==> src/rtl/uart_pkg.sv <==
// Shared UART definitions: FSM state encoding, 3-sample majority vote, baud divider calculation.
// The state encoding widens to 3 bits when UART_RX_PARITY_EN is defined.
package uart_pkg;

`ifdef UART_RX_PARITY_EN
    typedef enum logic [2:0] {
        ST_IDLE   = 3'd0,
        ST_START  = 3'd1,
        ST_DATA   = 3'd2,
        ST_PARITY = 3'd3,
        ST_STOP   = 3'd4
    } uart_state_e;
`else
    typedef enum logic [1:0] {
        ST_IDLE  = 2'd0,
        ST_START = 2'd1,
        ST_DATA  = 2'd2,
        ST_STOP  = 2'd3
    } uart_state_e;
`endif

    function automatic logic majority3(input logic a, input logic b, input logic c);
        return (a & b) | (a & c) | (b & c);
    endfunction

    function automatic int unsigned calc_tick_div(input int unsigned clk_hz,
                                                  input int unsigned baud,
                                                  input int unsigned oversample);
        return clk_hz / (baud * oversample);
    endfunction

endpackage

==> src/rtl/uart_baud_tick.sv <==
// Oversample tick divider: counts 0..DIV-1 and pulses tick_c at terminal count; hold parks it at 0.
module uart_baud_tick #(
    parameter int unsigned DIV = 1
) (
    input  logic clk,
    input  logic rstn,
    input  logic hold,
    output logic tick_c
);

    localparam int unsigned CW = (DIV > 1) ? $clog2(DIV) : 1;
    localparam logic [CW-1:0] LAST = CW'(DIV - 1);

    logic [CW-1:0] cnt_q;

    always_ff @(posedge clk or negedge rstn) begin
        if (!rstn) begin
            cnt_q <= '0;
        end else if (hold || (cnt_q == LAST)) begin
            cnt_q <= '0;
        end else begin
            cnt_q <= cnt_q + CW'(1);
        end
    end

    assign tick_c = !hold && (cnt_q == LAST);

endmodule

==> src/rtl/uart_rx_param.sv <==
// Parametrised UART receiver with input sync, majority-vote sampling and valid/ready output.
// Optional parity checking is enabled by defining UART_RX_PARITY_EN.
module uart_rx_param
    import uart_pkg::*;
#(
    parameter int unsigned DATA_WIDTH  = 8,
    parameter int unsigned CLK_FREQ_HZ = 125_000_000,
    parameter int unsigned BAUDRATE    = 115200,
    parameter int unsigned OVERSAMPLE  = 16,
    parameter int unsigned STOP_BITS   = 1,
    parameter int unsigned PARITY_ODD  = 0
) (
    input  logic                  clk,
    input  logic                  rstn,
    input  logic                  rx,
    output logic [DATA_WIDTH-1:0] data_o,
    output logic                  valid_o,
    input  logic                  ready_i,
    output logic                  busy_o,
    output logic                  frame_err_o,
    output logic                  parity_err_o,
    output logic                  overrun_o
);

    localparam int unsigned TICK_DIV = calc_tick_div(CLK_FREQ_HZ, BAUDRATE, OVERSAMPLE);
    localparam int unsigned SCW      = $clog2(OVERSAMPLE);
    localparam int unsigned BCW      = $clog2(DATA_WIDTH);
    localparam logic [SCW-1:0] S_A    = SCW'(OVERSAMPLE / 2 - 1);
    localparam logic [SCW-1:0] S_B    = SCW'(OVERSAMPLE / 2);
    localparam logic [SCW-1:0] S_C    = SCW'(OVERSAMPLE / 2 + 1);
    localparam logic [SCW-1:0] S_LAST = SCW'(OVERSAMPLE - 1);
    localparam logic [BCW-1:0] B_LAST    = BCW'(DATA_WIDTH - 1);
    localparam logic [BCW-1:0] STOP_LAST = BCW'(STOP_BITS - 1);

    if (DATA_WIDTH < 5 || DATA_WIDTH > 9) begin : g_bad_width
        $error("uart_rx_param: DATA_WIDTH must be 5..9");
    end
    if (OVERSAMPLE < 8 || (OVERSAMPLE % 2) != 0) begin : g_bad_os
        $error("uart_rx_param: OVERSAMPLE must be even and >= 8");
    end
    if (STOP_BITS < 1 || STOP_BITS > 2) begin : g_bad_stop
        $error("uart_rx_param: STOP_BITS must be 1 or 2");
    end
    if (PARITY_ODD > 1) begin : g_bad_par
        $error("uart_rx_param: PARITY_ODD must be 0 or 1");
    end
    if (TICK_DIV < 1) begin : g_bad_div
        $error("uart_rx_param: clock too slow for BAUDRATE*OVERSAMPLE");
    end

    // Two-stage synchroniser plus one history stage for falling-edge detection.
    logic rx_meta, rx_sync, rx_prev;

    always_ff @(posedge clk or negedge rstn) begin
        if (!rstn) begin
            rx_meta <= 1'b1;
            rx_sync <= 1'b1;
            rx_prev <= 1'b1;
        end else begin
            rx_meta <= rx;
            rx_sync <= rx_meta;
            rx_prev <= rx_sync;
        end
    end

    uart_state_e           state_q, state_d;
    logic [SCW-1:0]        samp_q, samp_d;
    logic [BCW-1:0]        bit_q, bit_d;
    logic [DATA_WIDTH-1:0] shift_q, shift_d;
    logic                  s0_q, s0_d, s1_q, s1_d;
    logic                  ferr_q, ferr_d;
    logic [DATA_WIDTH-1:0] data_d;
    logic                  valid_d, busy_d, frame_err_d, overrun_d;
    logic                  tick_c, vote_c, commit_c;

    uart_baud_tick #(.DIV(TICK_DIV)) u_tick (
        .clk    (clk),
        .rstn   (rstn),
        .hold   (state_q == ST_IDLE),
        .tick_c (tick_c)
    );

    assign vote_c = majority3(s0_q, s1_q, rx_sync);

`ifdef UART_RX_PARITY_EN
    logic par_q, par_d, parity_err_d;
`endif

    always_comb begin
        state_d     = state_q;
        samp_d      = samp_q;
        bit_d       = bit_q;
        shift_d     = shift_q;
        s0_d        = s0_q;
        s1_d        = s1_q;
        ferr_d      = ferr_q;
        commit_c    = 1'b0;
`ifdef UART_RX_PARITY_EN
        par_d        = par_q;
        parity_err_d = parity_err_o;
`endif
        data_d      = data_o;
        valid_d     = valid_o && !ready_i;
        frame_err_d = frame_err_o;
        overrun_d   = 1'b0;

        if (tick_c) begin
            samp_d = (samp_q == S_LAST) ? '0 : samp_q + SCW'(1);
            if (samp_q == S_A) s0_d = rx_sync;
            if (samp_q == S_B) s1_d = rx_sync;
        end

        // Vote lands on the tick at sample S_C; bit boundaries fall on the S_LAST tick.
        unique case (state_q)
            ST_IDLE: begin
                samp_d = '0;
                bit_d  = '0;
                if (rx_prev && !rx_sync) begin
                    state_d = ST_START;
                    ferr_d  = 1'b0;
                end
            end
            ST_START: begin
                if (tick_c && samp_q == S_C && vote_c) state_d = ST_IDLE;
                else if (tick_c && samp_q == S_LAST)   state_d = ST_DATA;
            end
            ST_DATA: begin
                if (tick_c && samp_q == S_C) shift_d = {vote_c, shift_q[DATA_WIDTH-1:1]};
                if (tick_c && samp_q == S_LAST) begin
                    if (bit_q == B_LAST) begin
                        bit_d = '0;
`ifdef UART_RX_PARITY_EN
                        state_d = ST_PARITY;
`else
                        state_d = ST_STOP;
`endif
                    end else begin
                        bit_d = bit_q + BCW'(1);
                    end
                end
            end
`ifdef UART_RX_PARITY_EN
            ST_PARITY: begin
                if (tick_c && samp_q == S_C)    par_d   = vote_c;
                if (tick_c && samp_q == S_LAST) state_d = ST_STOP;
            end
`endif
            ST_STOP: begin
                if (tick_c && samp_q == S_C) begin
                    if (!vote_c) ferr_d = 1'b1;
                    if (bit_q == STOP_LAST) begin
                        commit_c = 1'b1;
                        bit_d    = '0;
                        state_d  = ST_IDLE;
                    end
                end else if (tick_c && samp_q == S_LAST) begin
                    bit_d = bit_q + BCW'(1);
                end
            end
            default: state_d = ST_IDLE;
        endcase

        // A pending unaccepted word wins; the new one is dropped and flagged.
        if (commit_c) begin
            if (valid_o && !ready_i) begin
                overrun_d = 1'b1;
            end else begin
                valid_d     = 1'b1;
                data_d      = shift_q;
                frame_err_d = ferr_q | !vote_c;
`ifdef UART_RX_PARITY_EN
                parity_err_d = par_q ^ (^shift_q) ^ 1'(PARITY_ODD);
`endif
            end
        end

        busy_d = (state_d != ST_IDLE);
    end

    always_ff @(posedge clk or negedge rstn) begin
        if (!rstn) begin
            state_q     <= ST_IDLE;
            samp_q      <= '0;
            bit_q       <= '0;
            shift_q     <= '0;
            s0_q        <= 1'b1;
            s1_q        <= 1'b1;
            ferr_q      <= 1'b0;
            data_o      <= '0;
            valid_o     <= 1'b0;
            busy_o      <= 1'b0;
            frame_err_o <= 1'b0;
            overrun_o   <= 1'b0;
        end else begin
            state_q     <= state_d;
            samp_q      <= samp_d;
            bit_q       <= bit_d;
            shift_q     <= shift_d;
            s0_q        <= s0_d;
            s1_q        <= s1_d;
            ferr_q      <= ferr_d;
            data_o      <= data_d;
            valid_o     <= valid_d;
            busy_o      <= busy_d;
            frame_err_o <= frame_err_d;
            overrun_o   <= overrun_d;
        end
    end

`ifdef UART_RX_PARITY_EN
    always_ff @(posedge clk or negedge rstn) begin
        if (!rstn) begin
            par_q        <= 1'b0;
            parity_err_o <= 1'b0;
        end else begin
            par_q        <= par_d;
            parity_err_o <= parity_err_d;
        end
    end
`else
    assign parity_err_o = 1'b0;
`endif

endmodule

==> config.mk <==
export PLATFORM = sky130hd
export DESIGN_NAME = uart_rx_param
export DESIGN_NICKNAME = d
export VERILOG_FILES = /design/src/rtl/uart_pkg.sv /design/src/rtl/uart_baud_tick.sv /design/src/rtl/uart_rx_param.sv
export SDC_FILE = /design/constraint.sdc
export NUM_CORES = 1
export LEC_CHECK = 0
export BUFFER_PORTS_ARGS = -buffer_cell sky130_fd_sc_hd__clkbuf_2
export CORE_ASPECT_RATIO = 1.4
export CORE_MARGIN = 5
export CORE_UTILIZATION = 50
export CTS_BUF_LIST = sky130_fd_sc_hd__clkbuf_8
export CTS_CLUSTER_DIAMETER = 100
export DETAILED_ROUTE_END_ITERATION = 16
export GPL_ROUTABILITY_DRIVEN = 0
export PLACE_DENSITY = 0.74
export SYNTH_ARGS = -nofsm -noshare
export SYNTH_HDL_FRONTEND = slang
export SYNTH_SLANG_ARGS = --single-unit
==> constraint.sdc <==
create_clock -name clk -period 2.6 [get_ports clk]
set_input_delay 0.13 -clock clk [delete_from_list [all_inputs] [get_ports clk]]
set_output_delay 0.13 -clock clk [all_outputs]
set_load 0.01 [all_outputs]
==> impl_metrics.tcl <==
set metrics [dict create \
    p_per_area_nw_per_um2 608 \
    dp_hpwl_um 2520 \
    clkLatencyLatePin_ps 310 \
    core-area_um2 3920 \
    totalWireLength_um 3500 \
    violations "negative hold slack" \
    drc_errors 0 \
    vias_per_cell 5.53 \
    finalHoldViolations 37 \
    synth_edf_count 0 \
    clock-sinks 42 \
    post-place-ws_ps 262 \
    die_w_um 63.6 \
    firstDrtPassIters 4 \
    numCtsBuffers 5 \
    fin_ws_ps 286 \
    ff_latch_area_um2 1060 \
    antenna_found_initial 0 \
    die_y_um 85.1 \
    ys_ff_latch 42 \
    cts-hold-fix-buffers 1 \
    wl_per_cell_um 15.3 \
    max_freq_mhz 432 \
    async_reset_ff_frac 1.00 \
    tightest_slew_ps 995 \
    dieArea_um2 5410 \
    drive_gt1_frac 0.308 \
    grt_pass1_vias 1366 \
    tritoncts "built" \
    crit_type "reg -> reg" \
    slew_violations 0 \
    design_area_um2 2190 \
    fillers 336 \
    grt_use_total 0.142 \
    holdCritPathClass "in -> async" \
    synth.avg_cell_area_um2 12.2 \
    relSlewSlack 0.337 \
    utilization 0.559 \
    grt_first_pass_wirelength_um 6110 \
    cts_root_buf "clkbuf_8" \
    port_buffers 15 \
    cts_setup_buffers 0 \
    vias 1261 \
    start_util 0.514 \
    p_leak_nw 1.04 \
    synth_cells 165 \
    maxCapViolCount 0 \
    antenna_cells 0 \
    critPathCaptureType "flip-flop" \
    postRouteAntennaNets 0 \
    h-tree-depth 2 \
    cts_buffer_depth 2 \
    setup_viol 0 \
    cp.required_ps 2800 \
    place_area_um2 2090 \
    rows 27 \
    grt_max_degree 43 \
    yosys_most_used_dff "dfrtp_1" \
    clk_pin_slew_ps 90 \
    yosysWarnings 0 \
    grt_setup_unrepaired "false" \
    crit_arrival_ps 2510 \
    status "complete, but fails checks" \
    ys_types 47 \
    period_share 0.890 \
    drt_iter0_drc 39 \
    startpoint_type "flip-flop" \
    finalNetCount 196 \
    syn_to_final_growth_pct 8.89 \
    multi_input_area_um2 855 \
    period_needed_ps 2310 \
    worstPathMaxFanout 9 \
    syn_area_um2 2010 \
    ir_drop_mv 0.508 \
    synth_nets 177 \
    finClkSkew_ps 12.6 \
    hold_slack_ps -37.8 \
    gr-total-overflow 0 \
    seq_area_frac_synth 0.525 \
    io_pins 17 \
    final.setup.tns_ps 0 \
    ctsResizeCount 0 \
]
==> layer usage <==
metal,vias up,routed length (um),GRT usage
li1,613,-,-
met4,0,71,0.0737
met1,626,1480,0.157
met5,-,0,0
met3,6,119,0.0344
met2,16,1820,0.249
==> state kept, by name, summed over array words and instances (netlist names), 2 cells and up <==
signal,count
shift_q,8
u_tick.cnt_q,7
data_o,8
samp_q,4
bit_q,3
state_q,2
==> area by class of cell <==
cell class              instances  area share
clock inverters                 3      0.0108
repair buffers                 18      0.0457
well taps                      43      0.0245
flip-flops and latches         42       0.482
inverters                       9      0.0154
clock buffers                   5      0.0314
multi-input cells             108       0.390
==> cell families after synthesis <==
logic type	Yosys count	share of synthesized area
xor+xnor	6	0.0261
fa+ha+maj	9	0.0547
simple gates	49	0.142
buf+inv	15	0.0503
flops	42	0.525
other cells	1	0.00186
mux	20	0.126
compound gates	23	0.0740
==> critical path, stage by stage, from the launching register on <==
cell,delay (ps)
dfrtp_1,430
inv_1,80
ha_1,140
nor4bb_1,270
buf_4,210
nand3_4,100
or3b_1,610
mux2_4,370
==> cell usage after synthesis (all sizes together), types with 2 or more instances <==
library cell / number / area share
nor2b: 3 / 0.0093
nand3: 8 / 0.026
dfrtp: 37 / 0.46
buf: 4 / 0.016
and2: 3 / 0.0099
nand2b: 2 / 0.0062
nand2: 8 / 0.015
a21oi: 6 / 0.015
a31oi: 2 / 0.0062
o22ai: 2 / 0.0062
o211ai: 2 / 0.0075
ha: 8 / 0.050
nor3b: 2 / 0.013
dfstp: 5 / 0.065
o21ai: 5 / 0.012
nor2: 14 / 0.026
mux2: 19 / 0.12
xor2: 5 / 0.022
inv: 9 / 0.017
==> final timing paths <==
kind	endpoint	from	slack [ps]	depth (start not counted)
max in group asynchronous	ferr_q$_DFFE_PN0P_	rstn	2010	1
worst max-delay path	shift_q[2]$_DFFE_PN0P_	u_tick.cnt_q[0]$_DFF_PN0_	290	7
worst min register to register	rx_sync$_DFF_PN1_	rx_meta$_DFF_PN1_	360	0
worst max register to register	shift_q[2]$_DFFE_PN0P_	u_tick.cnt_q[0]$_DFF_PN0_	290	7
min in group clk	valid_o$_DFF_PN0_	ready_i	120	3
worst min-delay path	samp_q[2]$_DFFE_PN0P_	rstn	-40	1
==> per-stage QoR <==
stage / std cells / total power, mW
3_5_place_dp: 219 / 0.910
6_report: 228 / 1.33
4_1_cts: 228 / 1.35
3_3_place_gp: 219 / 0.896
5_1_grt: 228 / 1.41
2_1_floorplan: 165 / 0.854
==> where the power goes <==
part / internal, mW / switching [mW]
Sequential: 0.691 / 0.0492
Combinational: 0.0600 / 0.0989
Clock: 0.192 / 0.242
Total: 0.942 / 0.390
==> placed cells by master, fill, tap and decap left out, drive strengths merged, types with 3 or more instances in the layout <==
cell / instances
a21oi: 6
nor2b: 3
and2: 3
nor2: 14
nand2: 8
mux2: 19
dfstp: 5
inv: 10
o21ai: 5
clkbuf: 20
dfrtp: 37
xor2: 5
nand3: 8
ha: 8
Note: power is estimated with default switching activity, not from simulation.
